$ cat src/rtl/alu_nibble_sequencer.sv
// ---------------------------------------------------------------------------
// alu_nibble_sequencer
//
// Runs WIDTH-bit ALU operations on a single 4-bit ALU, one nibble per clock,
// least significant nibble first. Operands and opcode are captured when an
// operation is accepted. Each RUN cycle computes one nibble. The carry out of
// that nibble is kept in a chain register for the next nibble. After the last
// nibble the carry and zero flags are updated and done pulses for one cycle.
//
// Ports
//   clk       rising-edge clock
//   rst       asynchronous reset, active high
//   start_i   operation request, accepted only while busy_o = 0
//   op_i      0 ADD, 1 SUB, 2 COMP, 3 XOR, 4 XNOR, 5 AND, 6 OR, 7 RSHFT
//   a_i       operand 1 (ALU d1); not used by RSHFT
//   b_i       operand 2 (ALU d2)
//   busy_o    high while an operation is in progress
//   done_o    one-cycle pulse when result_o / carry_o / zero_o are updated
//   result_o  registered result; valid while busy_o = 0
//   carry_o   registered carry / comparison / shifted-out flag
//   zero_o    registered, high when the final result is zero
// ---------------------------------------------------------------------------

// ---------------------------------------------------------------------------
// alu: 4-bit combinational ALU slice.
//   ctrl_i = {carry_in, b_inv, carry_disable, cmd[1:0]}
//   carry_disable = 0 : d1 + (b_inv ? ~d2 : d2) + carry_in
//   carry_disable = 1 : cmd 00 XOR, 01 AND, 10 OR, 11 shift d2 right by one
//                       with carry_in entering the MSB. The bit shifted out
//                       leaves on carry_o.
//   Ports: d1_i, d2_i (4-bit operands), ctrl_i (5-bit control),
//          result_o (4-bit), carry_o.
// ---------------------------------------------------------------------------
module alu (
  input  logic [3:0] d1_i,
  input  logic [3:0] d2_i,
  input  logic [4:0] ctrl_i,
  output logic [3:0] result_o,
  output logic       carry_o
);

  logic       carry_in;
  logic       b_inv;
  logic       carry_disable;
  logic [1:0] cmd;
  logic [3:0] d2_x;
  logic [4:0] sum;

  assign carry_in      = ctrl_i[4];
  assign b_inv         = ctrl_i[3];
  assign carry_disable = ctrl_i[2];
  assign cmd           = ctrl_i[1:0];
  assign d2_x          = b_inv ? ~d2_i : d2_i;
  assign sum           = 5'(d1_i) + 5'(d2_x) + 5'(carry_in);

  // NOTE: every output of a combinational block gets a default first, so
  // no path through the case statement can leave a value held (latch).
  always_comb begin
    result_o = 4'h0;
    carry_o  = 1'b0;
    if (!carry_disable) begin
      result_o = sum[3:0];
      carry_o  = sum[4];
    end else begin
      unique case (cmd)
        2'b00: result_o = d1_i ^ d2_x;
        2'b01: result_o = d1_i & d2_x;
        2'b10: result_o = d1_i | d2_x;
        2'b11: begin
          result_o = {carry_in, d2_x[3:1]};
          carry_o  = d2_x[0];
        end
        default: result_o = 4'h0;
      endcase
    end
  end

endmodule

// ---------------------------------------------------------------------------
// alu_nibble_sequencer: top level
// ---------------------------------------------------------------------------
module alu_nibble_sequencer #(
  parameter int WIDTH = 16
) (
  input  logic             clk,
  input  logic             rst,
  input  logic             start_i,
  input  logic [2:0]       op_i,
  input  logic [WIDTH-1:0] a_i,
  input  logic [WIDTH-1:0] b_i,
  output logic             busy_o,
  output logic             done_o,
  output logic [WIDTH-1:0] result_o,
  output logic             carry_o,
  output logic             zero_o
);

  localparam int NIBBLES = WIDTH / 4;
  localparam int IDX_W   = (NIBBLES > 1) ? $clog2(NIBBLES) : 1;
  localparam logic [IDX_W-1:0] LAST_IDX = IDX_W'(NIBBLES - 1);

  typedef enum logic {
    S_IDLE,
    S_RUN
  } state_e;

  typedef enum logic [2:0] {
    OP_ADD   = 3'd0,
    OP_SUB   = 3'd1,
    OP_COMP  = 3'd2,
    OP_XOR   = 3'd3,
    OP_XNOR  = 3'd4,
    OP_AND   = 3'd5,
    OP_OR    = 3'd6,
    OP_RSHFT = 3'd7
  } op_e;

  // Base control word {carry_in, b_inv, carry_disable, cmd}. Bit 4 is only
  // the nibble-0 carry_in for the arithmetic ops. The per-nibble value
  // replaces it before the word reaches the ALU.
  function automatic logic [4:0] base_ctrl(input op_e op);
    logic [4:0] w;
    unique case (op)
      OP_ADD:   w = 5'b00000;
      OP_SUB:   w = 5'b11000;
      OP_COMP:  w = 5'b01000;
      OP_XOR:   w = 5'b00100;
      OP_XNOR:  w = 5'b01100;
      OP_AND:   w = 5'b00101;
      OP_OR:    w = 5'b00110;
      OP_RSHFT: w = 5'b00111;
      default:  w = 5'b00000;
    endcase
    return w;
  endfunction

  state_e           state_q,  state_d;
  logic [IDX_W-1:0] idx_q,    idx_d;
  logic [WIDTH-1:0] a_q,      a_d;
  logic [WIDTH-1:0] b_q,      b_d;
  op_e              op_q,     op_d;
  logic             chain_q,  chain_d;
  logic [WIDTH-1:0] result_q, result_d;
  logic             carry_q,  carry_d;
  logic             zero_q,   zero_d;
  logic             done_q,   done_d;

  // Operand slice for the current nibble, and the ALU hookup.
  logic [3:0]   a_nib;
  logic [3:0]   b_nib;
  logic         rsh_cin;
  logic         nib_cin;
  logic [4:0]   base_w;
  logic [4:0]   alu_ctrl;
  logic [3:0]   alu_res;
  logic         alu_co;
  logic [WIDTH:0] b_ext;

  // b_ext has a zero above the MSB. The shift-in bit for the top nibble is
  // then 0, which makes RSHFT a logical shift.
  assign b_ext = {1'b0, b_q};

  always_comb begin
    a_nib   = 4'h0;
    b_nib   = 4'h0;
    rsh_cin = 1'b0;
    for (int n = 0; n < NIBBLES; n++) begin
      if (idx_q == IDX_W'(n)) begin
        a_nib   = a_q[4*n +: 4];
        b_nib   = b_q[4*n +: 4];
        rsh_cin = b_ext[4*n + 4];
      end
    end
  end

  assign base_w = base_ctrl(op_q);

  always_comb begin
    nib_cin = 1'b0;
    unique case (op_q)
      OP_ADD, OP_SUB, OP_COMP: nib_cin = (idx_q == '0) ? base_w[4] : chain_q;
      OP_RSHFT:                nib_cin = rsh_cin;
      default:                 nib_cin = 1'b0;
    endcase
  end

  assign alu_ctrl = {nib_cin, base_w[3:0]};

  alu u_alu (
    .d1_i     (a_nib),
    .d2_i     (b_nib),
    .ctrl_i   (alu_ctrl),
    .result_o (alu_res),
    .carry_o  (alu_co)
  );

  // Result with the current nibble merged in. zero is taken from this value
  // so the flag sees the final nibble in the same cycle it is written.
  logic [WIDTH-1:0] result_wr;
  logic             final_carry;

  always_comb begin
    result_wr = result_q;
    for (int n = 0; n < NIBBLES; n++) begin
      if (idx_q == IDX_W'(n)) begin
        result_wr[4*n +: 4] = alu_res;
      end
    end
  end

  always_comb begin
    final_carry = 1'b0;
    unique case (op_q)
      OP_ADD, OP_SUB, OP_COMP: final_carry = alu_co;
      OP_RSHFT:                final_carry = b_q[0];
      default:                 final_carry = 1'b0;
    endcase
  end

  // Next-state and data-path update.
  always_comb begin
    state_d  = state_q;
    idx_d    = idx_q;
    a_d      = a_q;
    b_d      = b_q;
    op_d     = op_q;
    chain_d  = chain_q;
    result_d = result_q;
    carry_d  = carry_q;
    zero_d   = zero_q;
    done_d   = 1'b0;

    unique case (state_q)
      S_IDLE: begin
        if (start_i) begin
          a_d     = a_i;
          b_d     = b_i;
          op_d    = op_e'(op_i);
          idx_d   = '0;
          state_d = S_RUN;
        end
      end

      S_RUN: begin
        result_d = result_wr;
        chain_d  = alu_co;
        if (idx_q == LAST_IDX) begin
          state_d = S_IDLE;
          done_d  = 1'b1;
          carry_d = final_carry;
          zero_d  = ~|result_wr;
        end else begin
          idx_d = idx_q + IDX_W'(1);
        end
      end

      default: state_d = S_IDLE;
    endcase
  end

  // NOTE: state registers use non-blocking assignments only. Every register
  // then samples the values from before the edge, whatever the order of the
  // statements.
  always_ff @(posedge clk or posedge rst) begin
    if (rst) begin
      state_q  <= S_IDLE;
      idx_q    <= '0;
      a_q      <= '0;
      b_q      <= '0;
      op_q     <= OP_ADD;
      chain_q  <= 1'b0;
      result_q <= '0;
      carry_q  <= 1'b0;
      zero_q   <= 1'b0;
      done_q   <= 1'b0;
    end else begin
      state_q  <= state_d;
      idx_q    <= idx_d;
      a_q      <= a_d;
      b_q      <= b_d;
      op_q     <= op_d;
      chain_q  <= chain_d;
      result_q <= result_d;
      carry_q  <= carry_d;
      zero_q   <= zero_d;
      done_q   <= done_d;
    end
  end

  assign busy_o   = (state_q == S_RUN);
  assign done_o   = done_q;
  assign result_o = result_q;
  assign carry_o  = carry_q;
  assign zero_o   = zero_q;

endmodule

$ cat config.mk
export PLATFORM = sky130hd
export DESIGN_NAME = alu_nibble_sequencer
export DESIGN_NICKNAME = d
export VERILOG_FILES = /design/src/rtl/alu_nibble_sequencer.sv
export SDC_FILE = /design/constraint.sdc
export NUM_CORES = 1
export LEC_CHECK = 0
export ABC_AREA = 1
export CAP_MARGIN = 20
export CORE_MARGIN = 3
export CORE_UTILIZATION = 53
export DETAILED_ROUTE_END_ITERATION = 6
export GPL_TIMING_DRIVEN = 0
export PLACE_DENSITY = 0.8
export SLEW_MARGIN = 20
export SYNTH_ARGS = -nofsm -noshare
export SYNTH_HDL_FRONTEND = slang
export SYNTH_HIERARCHICAL = 1
export SYNTH_SLANG_ARGS = --single-unit
$ cat constraint.sdc
create_clock -name clk -period 4.15 [get_ports clk]
set_input_delay 0.83 -clock clk [delete_from_list [all_inputs] [get_ports clk]]
set_output_delay 0.83 -clock clk [all_outputs]
set_load 0.01 [all_outputs]
==> impl_metrics.env <==
export IMPL_status="complete, no violations"
export IMPL_fin_crit_ps=3640
export IMPL_netlist_instances=426
export IMPL_skew_ps=5.60
export IMPL_max_slew_margin_pct=51.5
export IMPL_tns_ps=0
export IMPL_cp_max_fo=10
export IMPL_seqCellArea_mm2=0.00145
export IMPL_end_kind="flip-flop"
export IMPL_power_total_uw=4070
export IMPL_p_leak_uw=0.00210
export IMPL_dp_cells=558
export IMPL_tightest_slew_ps=728
export IMPL_grt_use_total_pct=25.4
export IMPL_cap_violations=0
export IMPL_cts_root_buf="clkbuf_8"
export IMPL_drt_first_pass_iters=5
export IMPL_p_seq_share_pct=25.1
export IMPL_dieHeight_um=85.8
export IMPL_drt_total_wl_um=8450
export IMPL_hold_path_class="flip-flop to flip-flop"
export IMPL_critPathLaunchType="flip-flop"
export IMPL_cts_buffers=9
export IMPL_cts_tree="done"
export IMPL_row_count=28
export IMPL_synthToLayoutAreaGrowth_pct=24.8
export IMPL_drive_above_1_share_pct=8.62
export IMPL_first_iter_violations=332
export IMPL_netSwitchingFraction_pct=49.3
export IMPL_fin_nets=550
export IMPL_grt_pass1_wl_um=14400
export IMPL_cp_data_arrival_time_ps=3910
export IMPL_cts_hold_buf=0
export IMPL_cts_max_path_buffers=2
export IMPL_routed_via_density=5.32
export IMPL_cts_sinks=58
export IMPL_share_comb_of_total_power_pct=63.6
export IMPL_syn_nets=482
export IMPL_clockPowerShare_pct=11.3
export IMPL_ys_ff_latch=58
export IMPL_yosys_cell_types_count=25
export IMPL_crit_type="flip-flop to flip-flop"
export IMPL_clkTransAtPathRegs_ps=70
export IMPL_start_util_pct=55.7
export IMPL_n_antenna_cell=0
export IMPL_fp_dieW_um=85.8
export IMPL_htreeDepth=3
export IMPL_vias=3055
export IMPL_antenna_left=0
export IMPL_peakVddDrop_mv=0.639
export IMPL_p_sw_uw=2010
export IMPL_coreArea_mm2=0.00606
export IMPL_pre_cts_ws_ps=614
export IMPL_setup_ws_ps=511
export IMPL_grt_pass1_vias=3035
export IMPL_seq_area_frac_synth_pct=43.0
export IMPL_clk_latency_ps=330
export IMPL_drc=0
export IMPL_die_area_mm2=0.00737
export IMPL_grt_setup_unrepaired="false"
export IMPL_fill_cells=511
export IMPL_gp_congestion=0.909
export IMPL_finalCritPeriodShare_pct=87.7
export IMPL_dp_hpwl_um=6490
export IMPL_synth_area_per_cell_um2=7.93
export IMPL_wire_per_inst_um=14.7
export IMPL_post_cts_buffers=0
export IMPL_stdcell_count=574
export IMPL_multiInputGateArea_mm2=0.00166
export IMPL_power_internal_uw=2060
export IMPL_yosysWarnings=6
export IMPL_fmax_mhz=275
export IMPL_ios=58
export IMPL_final_max_slew_viol_count=0
export IMPL_hold_viol=0
export IMPL_numPortBuffers=57
export IMPL_netlist_area_mm2=0.00338
export IMPL_power_density_mw_per_mm2=966
export IMPL_setup_violations=0
export IMPL_antenna_found_initial=0
export IMPL_grt_max_degree=59
export IMPL_cts_repair_resized=0
export IMPL_fin_util_pct=69.6
export IMPL_cp_required_ps=4420
export IMPL_overflow=0
synth_stat cells:
library cell / count / area [um2]
buf_4: 6 / 45.0
mux2_1: 21 / 236
nand3_2: 1 / 10.0
fa_1: 2 / 40.0
nand3b_1: 1 / 7.51
inv_1: 36 / 135
buf_6: 2 / 22.5
inv_2: 7 / 26.3
nor2_1: 55 / 206
o21ai_0: 2 / 10.0
a21oi_1: 26 / 130
or2_0: 1 / 6.26
a31oi_1: 12 / 75.1
nor3_1: 2 / 10.0
nand2_2: 3 / 18.8
buf_2: 7 / 35.0
nand2_1: 129 / 484
nand3_1: 12 / 60.1
or2_1: 3 / 18.8
o211ai_1: 3 / 22.5
ha_1: 16 / 200
o21ai_1: 14 / 70.1
a22oi_1: 6 / 45.0
dfrtp_1: 58 / 1450
nand2_4: 1 / 11.3
routing by layer:
layer	GRT usage, %	wire length, um
met1	33.0	3710
met2	41.2	4140
met3	6.72	463
met4	8.78	139
met5	0	0
flip-flops by register name (all words and copies together), names as in the netlist:
register	flops
chain_q	1
busy_o	1
done_o	1
carry_o	1
b_q	16
zero_o	1
result_o	16
op_q	3
idx_q	2
a_q	16
final timing paths:
check	slack, ps	from	cells after the start	endpoint
worst min register to register	490	zero_o	2	zero_o
worst max register to register	510	idx_q[1]	23	zero_o
min in group asynchronous	960	rst	2	result_o[14]
max in group asynchronous	2690	rst	2	result_o[7]
worst max-delay path	510	idx_q[1]	23	zero_o
worst min-delay path	490	zero_o	2	zero_o
stage by stage:
step / area (um2) / hold WS (ps)
finish: 4220 / 489
detailed placement: 4050 / 472
floorplan: 3380 / 464
global route: 4220 / 500
CTS: 4220 / 491
global placement: 4040 / 469
power groups by stage:
stage	Sequential (uW)	Clock, uW	Combinational [uW]
3_5_place_dp	1030	0	2560
5_1_grt	1050	493	2960
6_report	1020	459	2590
3_3_place_gp	1020	0	2500
2_1_floorplan	1030	0	1790
4_1_cts	1020	463	2580
layout by cell type (no fill, tap or decap), drive strengths merged, types with 2 or more instances in the layout:
cell / instances
ha: 16
nand2: 133
a22oi: 6
a31oi: 12
o21ai: 16
clkinvlp: 2
inv: 43
clkbuf: 11
fa: 2
nor3: 2
a21oi: 26
nand3: 13
clkdlybuf4s50: 57
nor2: 55
clkinv: 3
or2: 4
o211ai: 3
mux2: 21
buf: 15
dfrtp: 58
final cells by class:
| cell class | count | area share, % |
|---|---|---|
| tap | 75 | 2.23 |
| clock buffer | 11 | 3.35 |
| timing repair buffer | 57 | 13.5 |
| buffer | 15 | 2.43 |
| inverter | 43 | 3.89 |
| sequential | 58 | 34.4 |
| multi-input combinational | 310 | 39.4 |
| clock inverter | 5 | 0.712 |
cell families after synthesis:
| family | after synthesis | synth area share (%) |
|---|---|---|
| and+or+nand+nor | 208 | 24.7 |
| AOI/OAI and AO/OA | 63 | 10.4 |
| buffers and inverters | 58 | 7.81 |
| DFF | 58 | 43.0 |
| muxes | 21 | 7.00 |
| adders and majority gates | 18 | 7.11 |
critical path: stages, from the launching register on:
cell and delay, ps:
dfrtp_1 400, inv_1 120, ha_1 150, buf_4 170
buf_2 240, nand2_1 80, o21ai_1 90, nand2_1 70
a22oi_1 190, or2_0 170, nand2_2 100, fa_1 420
fa_1 400, nor2_1 100, nor2_1 50, nand2_1 50
nand2_1 160, nand2_1 110, o21ai_1 90, nor2_1 100
nand2_1 60, nor2_1 140, nand2_1 80, nand2_1 60
Power figures use the tool's default switching activity.
